### src/rtl/if_stage.sv
// Instruction fetch stage: PC register, RUN/HALT control and the IF/ID
// pipeline register. The instruction memory is external and combinational.
module if_stage #(
   parameter logic [31:0] RESET_PC   = 32'h0000_0000,
   parameter int          IMEM_WORDS = 32
) (
   input  logic        clock,
   input  logic        reset,
   input  logic        stall,
   input  logic        branch_taken,
   input  logic [31:0] branch_target,
   output logic [9:0]  imem_addr,
   input  logic [31:0] imem_rdata,
   output logic [31:0] PC,
   output logic [31:0] instr,
   output logic [31:0] IFID_instr,
   output logic [31:0] IFID_pc4,
   output logic        IFID_valid,
   output logic        halted
);

   typedef enum logic {S_RUN = 1'b0, S_HALT = 1'b1} state_t;

   // First byte address past the end of instruction memory.
   localparam logic [31:0] PC_LIMIT = 32'(4 * IMEM_WORDS);

   state_t      r_state;
   logic [31:0] r_pc;
   logic [31:0] r_ifid_instr;
   logic [31:0] r_ifid_pc4;
   logic        r_ifid_valid;
   logic        r_halted;

   logic [31:0] w_pc4;
   logic [31:0] w_target;
   logic        w_pc_oob;

   assign w_pc4    = r_pc + 32'd4;                 // wraps mod 2^32
   assign w_target = {branch_target[31:2], 2'b00};
   // Only reachable in RUN when RESET_PC itself lies beyond memory.
   assign w_pc_oob = (r_pc >= PC_LIMIT);

   assign imem_addr  = r_pc[11:2];
   assign PC         = r_pc;
   assign instr      = (r_state == S_RUN) ? imem_rdata : 32'd0;
   assign IFID_instr = r_ifid_instr;
   assign IFID_pc4   = r_ifid_pc4;
   assign IFID_valid = r_ifid_valid;
   assign halted     = r_halted;

   // Fetch FSM: reset > branch redirect > stall hold > normal advance.
   always_ff @(posedge clock) begin
      if (reset) begin
         r_state      <= S_RUN;
         r_halted     <= 1'b0;
         r_pc         <= RESET_PC;
         r_ifid_instr <= 32'd0;
         r_ifid_pc4   <= 32'd0;
         r_ifid_valid <= 1'b0;
      end else if (branch_taken) begin
         // Redirect flushes IF/ID; an out-of-range target parks us in HALT.
         r_pc         <= w_target;
         r_ifid_instr <= 32'd0;
         r_ifid_pc4   <= 32'd0;
         r_ifid_valid <= 1'b0;
         if (w_target >= PC_LIMIT) begin
            r_state  <= S_HALT;
            r_halted <= 1'b1;
         end else begin
            r_state  <= S_RUN;
            r_halted <= 1'b0;
         end
      end else if (!stall) begin
         case (r_state)
            S_RUN: begin
               if (w_pc_oob) begin
                  // Never fetch a word that does not exist: bubble and halt.
                  r_state      <= S_HALT;
                  r_halted     <= 1'b1;
                  r_ifid_instr <= 32'd0;
                  r_ifid_pc4   <= 32'd0;
                  r_ifid_valid <= 1'b0;
               end else begin
                  r_pc         <= w_pc4;
                  r_ifid_instr <= imem_rdata;
                  r_ifid_pc4   <= w_pc4;
                  r_ifid_valid <= 1'b1;
                  if (w_pc4 >= PC_LIMIT) begin
                     r_state  <= S_HALT;
                     r_halted <= 1'b1;
                  end
               end
            end
            default: begin
               // HALT: PC holds, bubbles drain through IF/ID.
               r_ifid_instr <= 32'd0;
               r_ifid_pc4   <= 32'd0;
               r_ifid_valid <= 1'b0;
            end
         endcase
      end
   end

endmodule

### config.mk
export PLATFORM = sky130hd
export DESIGN_NAME = if_stage
export DESIGN_NICKNAME = d
export VERILOG_FILES = /design/src/rtl/if_stage.sv
export SDC_FILE = /design/constraint.sdc
export NUM_CORES = 1
export LEC_CHECK = 0
export ABC_AREA = 1
export CAP_MARGIN = 0
export CELL_PAD_IN_SITES_DETAIL_PLACEMENT = 1
export CELL_PAD_IN_SITES_GLOBAL_PLACEMENT = 1
export CORE_AREA = 2 2 126 128
export CTS_CLUSTER_DIAMETER = 50
export DETAILED_ROUTE_END_ITERATION = 7
export DIE_AREA = 0 0 128 130
export PLACE_DENSITY = 0.83
export REMOVE_ABC_BUFFERS = 1
export SETUP_SLACK_MARGIN = 0.05
export SLEW_MARGIN = 10
export SYNTH_ARGS = -nofsm -noshare
export SYNTH_HDL_FRONTEND = slang
export SYNTH_SLANG_ARGS = --single-unit
### constraint.sdc
create_clock -name clock -period 1.7 [get_ports clock]
set_input_delay 0.255 -clock clock [delete_from_list [all_inputs] [get_ports clock]]
set_output_delay 0.255 -clock clock [all_outputs]
set_load 0.005 [all_outputs]
**After elaboration in Yosys (flattened, before gate mapping)**

Index checks and enable logic that the tools add are counted.

- Bits in registers: 99
- Input bits: 68

- Add/sub/neg operators: 1
- $lt $le $gt $ge: 3
- Equality and inequality tests: 3
- Muxes and demuxes: 22
- Bitwise operators: 3
- Reduce and logical (&&, ||, !) cells: 5

Operators with widths:

| operator | number |
|---|---|
| $mux W32 | 9 |
| $ge A32 B8 Y1 const B | 3 |
| $add A32 B3 Y32 const B | 1 |
| $mux W1 | 13 |
| $reduce_and A3 Y1 | 3 |
| $ne A2 B2 Y1 const B | 2 |
| $not A1 Y1 | 3 |
| $reduce_bool A3 Y1 | 1 |
| $ne A2 B1 Y1 const B | 1 |
| $reduce_or A2 Y1 | 1 |

**Depth between registers and ports, before layout**

Gate-level depths: netlist of the first run.

- Depth after elaboration: 7
- Gate-level depth with buffers: 11

**Least setup slack after synthesis of the first run**

OpenSTA, ideal clock, no wires.

- Kind: reg2reg
- Start: register r_pc[2], in the netlist PC[2]
- End: register r_halted, in the netlist halted
- Library setup time: 0.122 ns
- Arrival: 1.364 ns
- Data required time: 1.578 ns
- Slack: 0.214 ns
- Stages on the path, launching flop included: 11
- Cells stage by stage: dfxtp_1 > ha_1 > nand2_1 > nor2_1 > nand2_1 > nand2_1 > nand2_1 > nor2_1 > nand3_1 > o21ai_0 > a21oi_1

- Longest elaborated chain between the ends: 5
- Elaborated cells between the ends (all ways): 9

Ends and longest elaborated chain:

| element | line | source |
|---|---|---|
| from (decl) | 28 | `logic [31:0] r_pc;` |
| from (signal assigned) | 62 | `r_pc <= w_target;` |
| from (signal assigned) | 84 | `r_pc <= w_pc4;` |
| parallel branches: the longest is 5 deep, another holds $add A32 B3 Y32 | - |  |
| to (signal assigned) | 68 | `r_halted <= 1'b1;` |
| to (signal assigned) | 71 | `r_halted <= 1'b0;` |
| to (signal assigned) | 79 | `r_halted <= 1'b1;` |
| to (decl) | 32 | `logic r_halted;` |

Parallel ways; which one is timed is not known. The select of a mux whose other input is x is not followed.
A chain may end at the register's enable or synchronous reset.

**Final worst setup path of the first run**

- Start: register r_pc[7], in the netlist PC[7]
- End: output port PC[7]

RTL lines:

| element | line | source |
|---|---|---|
| to (decl) | 14 | `output logic [31:0] PC,` |

No word-level cell between the ends.

==> flow_metrics.env, run 1 <==
export IMPL_outcome="completed"
export IMPL_p_clk_frac=0.401
export IMPL_clockBufferDepth=2
export IMPL_ys_warn_count=0
export IMPL_clock_latency_ns=0.34
export IMPL_hold_viol=0
export IMPL_synth_edf_count=0
export IMPL_initial_core_util=0.265
export IMPL_setup_viol=0
export IMPL_ios=208
export IMPL_die_x_um=128
export IMPL_die_area_mm2=0.0166
export IMPL_power_share_switching=0.249
export IMPL_antenna_found_initial=0
export IMPL_placedCellCount=908
export IMPL_slew_violations=0
export IMPL_critPathMaxFanout=6
export IMPL_via_count=4182
export IMPL_fin_cells=925
export IMPL_syn_area_per_cell_um2=7.70
export IMPL_crit_start="PC[7]"
export IMPL_layout_commonest_cell="clkdlybuf4s50_1"
export IMPL_design_area_mm2=0.00669
export IMPL_syn_inst=530
export IMPL_synth_area_mm2=0.00408
export IMPL_r2r_start="PC[31]"
export IMPL_nets=798
export IMPL_drt_total_wl_mm=13.8
export IMPL_whs_path_depth=2
export IMPL_internal_power_mw=3.82
export IMPL_fp_dieH_um=130
export IMPL_drt_initial_drc_count=155
export IMPL_grt_ovfl_total=0
export IMPL_multi_input_area_mm2=0.00176
export IMPL_skew_ns=0.00794
export IMPL_timing_fmax_mhz=631
export IMPL_fin_crit_ns=1.58
export IMPL_rrSetupSlack_ns=0.15
export IMPL_hold_path_startpoint="IFID_pc4[17]"
export IMPL_rsz0062_at_grt="true"
export IMPL_cp_arrival_ns=1.33
export IMPL_synthArstFlopShare=0
export IMPL_p_leak_nw=2.73
export IMPL_seq_power_share=0.453
export IMPL_drc=0
export IMPL_hp_class="register to register"
export IMPL_area_growth_pct=63.7
export IMPL_ff_latch_area_mm2=0.00191
export IMPL_synth_cell_types=27
export IMPL_cts_tree="done"
export IMPL_synth_main_ff_cell="dfxtp_1"
export IMPL_finalWeightedCongestion=0.799
export IMPL_grt_pass1_vias=4272
export IMPL_pwr_share_comb=0.146
export IMPL_mostFrequentLayoutCells="clkdlybuf4s50_1 (169), nand2_1 (111), dfxtp_1 (92)"
export IMPL_num_antenna_cells=0
export IMPL_rows=46
export IMPL_grt_max_degree=53
export IMPL_synth_seq_cells=95
export IMPL_hpwl_mm=10.5
export IMPL_p_per_area_mw_per_mm2=761
export IMPL_fin_crit_sh=0.932
export IMPL_drive_gt1_frac=0.139
export IMPL_ant_nets=0
export IMPL_numPortBuffers=201
export IMPL_cts_sinks=95
export IMPL_reg2reg_depth=10
export IMPL_grt_pass1_wl_mm=21.6
export IMPL_track_usage=0.165
export IMPL_numCtsBuffers=9
export IMPL_cp_required_ns=1.44
export IMPL_crit_type="register to output port"
export IMPL_ctsHoldBuffers=0
export IMPL_cp_start_kind="register"
export IMPL_cts_root_buffer="clkbuf_16"
export IMPL_h_tree_depth=3
export IMPL_first_pass_iters=4
export IMPL_wl_per_cell_um=15.0
export IMPL_worstHoldEndpoint="IFID_pc4[17]"
export IMPL_nFillCells=1874
export IMPL_timing_rr_end="PC[5]"
export IMPL_clk_pin_slew_ns=0.06
export IMPL_p_sw_mw=1.27
export IMPL_endpoint_kind="output port"
export IMPL_placed_cell_area_mm2=0.00639
export IMPL_ys_seq_area_frac=0.466
export IMPL_core_area_mm2=0.0154
export IMPL_cap_viol_max_count=0
export IMPL_viasPerCell=4.52
export IMPL_peakVddDrop_v=0.000411
[worst max-delay path by stage]
stage,to,slack [ns],depth (start not counted)
finish,PC[7],0.12,2
global route,halted,0.03,10
CTS,PC[4],0.06,9
detailed placement,r_state,-0.06,6
global placement,r_state,-0.08,6
floorplan,PC[4],-0.63,5
[synthesized netlist by cell type, types with 2 or more instances]
library cell	number	area, µm²
nand4_1	2	12.5
clkbuf_1	23	86.3
nand2_1	113	424
clkinv_1	2	7.51
o21ai_0	6	30.0
buf_2	6	30.0
buf_4	14	105
buf_6	4	45.0
a21oi_1	27	135
nor2_4	2	22.5
nor2_1	80	300
ha_1	2	25.0
dfxtp_1	95	1900
or2_2	4	25.0
o21ai_2	20	175
nor3_1	3	15.0
nand3_1	50	250
o22ai_2	20	250
xor2_1	3	26.3
inv_1	47	176
[what timing repair did]
item | in CTS | in global routing
pin swaps | 0 | 3
resized for setup | 34 | 11
setup buffers | 0 | 1
endpoints found under the setup margin | 32 | 53
[kinds of logic (layout without fill, tap and decap cells)]
family | after synthesis | after routing | share of synthesized area
AO/OA/AOI/OAI | 73 | 73 | 0.145
XOR/XNOR | 3 | 3 | 0.00644
adder cells (fa/ha/maj) | 2 | 2 | 0.00613
buffers and inverters | 97 | 297 | 0.111
flip-flops | 95 | 95 | 0.466
other | 1 | 4 | 0.000919
AND/OR/NAND/NOR | 259 | 259 | 0.265
[power by group through the flow]
stage / Clock, mW / Sequential, mW / Combinational (mW)
3_5_place_dp: 0 / 2.35 / 0.777
5_1_grt: 2.23 / 2.31 / 0.813
2_1_floorplan: 0 / 2.37 / 0.221
3_3_place_gp: 0 / 2.35 / 0.760
4_1_cts: 2.13 / 2.30 / 0.746
6_report: 2.04 / 2.31 / 0.742
[worst max-delay path, stage by stage, from the launching register on]
cell and delay, ns:
dfxtp_1 0.35, buf_6 0.14, clkdlybuf4s50_1 0.50
[sequential cells by signal, indices dropped and copies added (netlist names)]
| name | cells |
|---|---|
| IFID_instr | 32 |
| halted | 1 |
| r_state | 1 |
| PC | 30 |
| IFID_valid | 1 |
| IFID_pc4 | 30 |
[cell type report]
| cell class | instances | area share |
|---|---|---|
| Tap cell | 192 | 0.0359 |
| Clock inverter | 6 | 0.0103 |
| Timing Repair Buffer | 231 | 0.343 |
| Sequential cell | 95 | 0.285 |
| Clock buffer | 10 | 0.0343 |
| Inverter | 50 | 0.0284 |
| Multi-Input combinational cell | 341 | 0.263 |
[routing by layer]
metal / part of all wire / vias up / GRT usage / wire (µm)
li1: - / 2054 / - / -
met1: 0.39 / 1992 / 0.177 / 5410
met2: 0.53 / 117 / 0.307 / 7300
met3: 0.059 / 19 / 0.0435 / 816
met4: 0.022 / 0 / 0.0685 / 308
met5: 0 / - / 0 / 0
[stage by stage]
stage	hold slack (ns)	power [mW]	worst slack [ns]	utilization	TNS (ns)
5_1_grt	0.453	5.36	0.0278	0.433	0
2_1_floorplan	0.324	2.59	-0.632	-	-35.46
6_report	0.436	5.09	0.116	0.433	0
4_1_cts	0.440	5.18	0.0644	0.431	0
3_5_place_dp	0.428	3.13	-0.0639	0.414	-0.110
3_3_place_gp	0.426	3.11	-0.0786	0.414	-0.124
Note: power is estimated with default switching activity, not from simulation.
==> run 2: changes to the inputs <==
- SETUP_SLACK_MARGIN: 0.05 -> default
- clock period: 1.7 -> 1.77 ns (I/O delays scaled with it)
==> flow_metrics.env, run 2 (same netlist as run 1, synthesis figures left out) <==
export IMPL_p_per_area_mw_per_mm2=722
export IMPL_grt_ovfl_total=0
export IMPL_critPathMaxFanout=17
export IMPL_peakVddDrop_v=0.000423
export IMPL_p_leak_nw=2.91
export IMPL_cp_required_ns=1.50
export IMPL_drt_total_wl_mm=13.9
export IMPL_track_usage=0.164
export IMPL_nFillCells=1829
export IMPL_die_area_mm2=0.0166
export IMPL_cp_arrival_ns=1.47
export IMPL_drive_gt1_frac=0.128
export IMPL_internal_power_mw=3.56
export IMPL_clock_latency_ns=0.35
export IMPL_slowest_stage="clkdlybuf4s50_1"
export IMPL_cp_start_kind="register"
export IMPL_timing_fmax_mhz=577
export IMPL_hpwl_mm=10.3
export IMPL_ios=208
export IMPL_max_stage_delay_ns=0.50
export IMPL_rows=46
export IMPL_critPathTopFamily="buffers and inverters"
export IMPL_initial_core_util=0.265
export IMPL_hold_slack_ns=0.435
export IMPL_cp_num_cells=3
export IMPL_first_pass_iters=4
export IMPL_p_sw_mw=1.28
export IMPL_die_x_um=128
export IMPL_antenna_found_initial=0
export IMPL_grt_max_degree=53
export IMPL_via_count=4106
export IMPL_h_tree_depth=3
export IMPL_wl_per_cell_um=15.1
export IMPL_fin_crit_sh=0.979
export IMPL_cts_tree="done"
export IMPL_fp_dieH_um=130
export IMPL_nets=793
export IMPL_ant_nets=0
export IMPL_numPortBuffers=201
export IMPL_viasPerCell=4.46
export IMPL_drt_initial_drc_count=191
export IMPL_crit_type="register to output port"
export IMPL_path_cells="buf_12, nor2_1, clkdlybuf4s50_1"
export IMPL_cap_viol_max_count=0
export IMPL_hold_viol=0
export IMPL_grt_pass1_vias=4230
export IMPL_clockBufferDepth=2
export IMPL_grt_pass1_wl_mm=21.5
export IMPL_slew_violations=0
export IMPL_mostFrequentLayoutCells="clkdlybuf4s50_1 (173), nand2_1 (112), dfxtp_1 (94)"
export IMPL_whs_path_depth=2
export IMPL_fin_crit_ns=1.73
export IMPL_hp_class="register to register"
export IMPL_endpoint_kind="output port"
export IMPL_num_antenna_cells=0
export IMPL_seq_power_share=0.457
export IMPL_fin_cells=920
export IMPL_pwr_share_comb=0.149
export IMPL_numCtsBuffers=9
export IMPL_area_growth_pct=64.4
export IMPL_cts_root_buffer="clkbuf_16"
export IMPL_power_share_switching=0.265
export IMPL_p_clk_frac=0.395
export IMPL_cts_sinks=95
export IMPL_finalWeightedCongestion=0.781
export IMPL_clk_pin_slew_ns=0.07
export IMPL_placedCellCount=902
export IMPL_critPathBufInv=2
export IMPL_core_area_mm2=0.0154
export IMPL_outcome="completed"
export IMPL_reg2reg_depth=10
export IMPL_largest_reg_flops=32
export IMPL_skew_ns=0.00967
export IMPL_setup_viol=0
export IMPL_layout_commonest_cell="clkdlybuf4s50_1"
export IMPL_drc=0
-- run 2: cell types whose count changed in the layout (fill, tap and decap cells not counted), moves of 3 or more --
| cell | before | now |
|---|---|---|
| nor2_2 | 4 | 1 |
| buf_6 | 3 | 0 |
| dlygate4sd2_1 | 32 | 6 |
| dfxtp_2 | 3 | 0 |
| dlymetal6s2s_1 | 0 | 22 |
| clkdlybuf4s50_1 | 169 | 173 |
-- run 2: power by group through the flow --
stage	sequential [mW]	combinational, mW	clock (mW)
finish	2.21	0.722	1.91
floorplan	2.28	0.213	0
CTS	2.21	0.728	1.98
global placement	2.26	0.720	0
global route	2.22	0.791	2.09
detailed placement	2.26	0.730	0
-- run 2: timing repair --
action	4_1_cts	5_1_grt
endpoints found under the hold margin	0	0
setup endpoints to repair	27	27
pin swaps	0	0
hold buffers	0	0
buffers inserted	0	1
cloned	0	1
gates resized for setup	8	25
-- run 2: metal layers --
metal  GRT usage  up-vias  wire length [µm]
met5           0        -                 0
met4      0.0711        0               363
met3      0.0402       22               723
met2       0.295      114              7130
met1       0.185     1924              5710
li1            -     2046                 -
-- run 2: stage by stage --
| step | setup TNS, ns | setup WS [ns] | power (mW) | area [µm²] | util |
|---|---|---|---|---|---|
| after global placement | -0.0168 | -0.0168 | 2.98 | 6330 | 0.410 |
| after CTS | -0.0520 | -0.0277 | 4.92 | 6620 | 0.429 |
| final | 0 | 0.0380 | 4.85 | 6710 | 0.435 |
| after global routing | -0.000248 | -0.000248 | 5.10 | 6710 | 0.435 |
| after floorplan | -31.24 | -0.564 | 2.49 | 3830 | - |
| after detailed placement | -0.0266 | -0.0266 | 2.99 | 6330 | 0.410 |
-- run 2: path summary, 6_finish.rpt --
path	startpoint	endpoint	slack [ns]
worst min register to register	IFID_pc4[21]	IFID_pc4[21]	0.44
worst max-delay path	r_state	instr[28]	0.04
worst max register to register	PC[14]	PC[4]	0.15
worst min-delay path	IFID_pc4[21]	IFID_pc4[21]	0.44
-- run 2: worst reg2reg max path, delay by kind of cell, from the launching register on --
family          cells  cell delay (ns)
flops               1             0.33
simple gates        7             0.80
compound gates      1             0.15
buf+inv             2             0.26
-- run 2: final cells by class --
cell class	instances	area [µm²]	area share
Timing Repair Buffer	226	2340	0.349
Tap cell	192	240	0.0358
Clock buffer	9	225	0.0336
Inverter	50	188	0.0280
Clock inverter	7	66.3	0.00988
Sequential cell	95	1910	0.284
Multi-Input combinational cell	341	1750	0.260
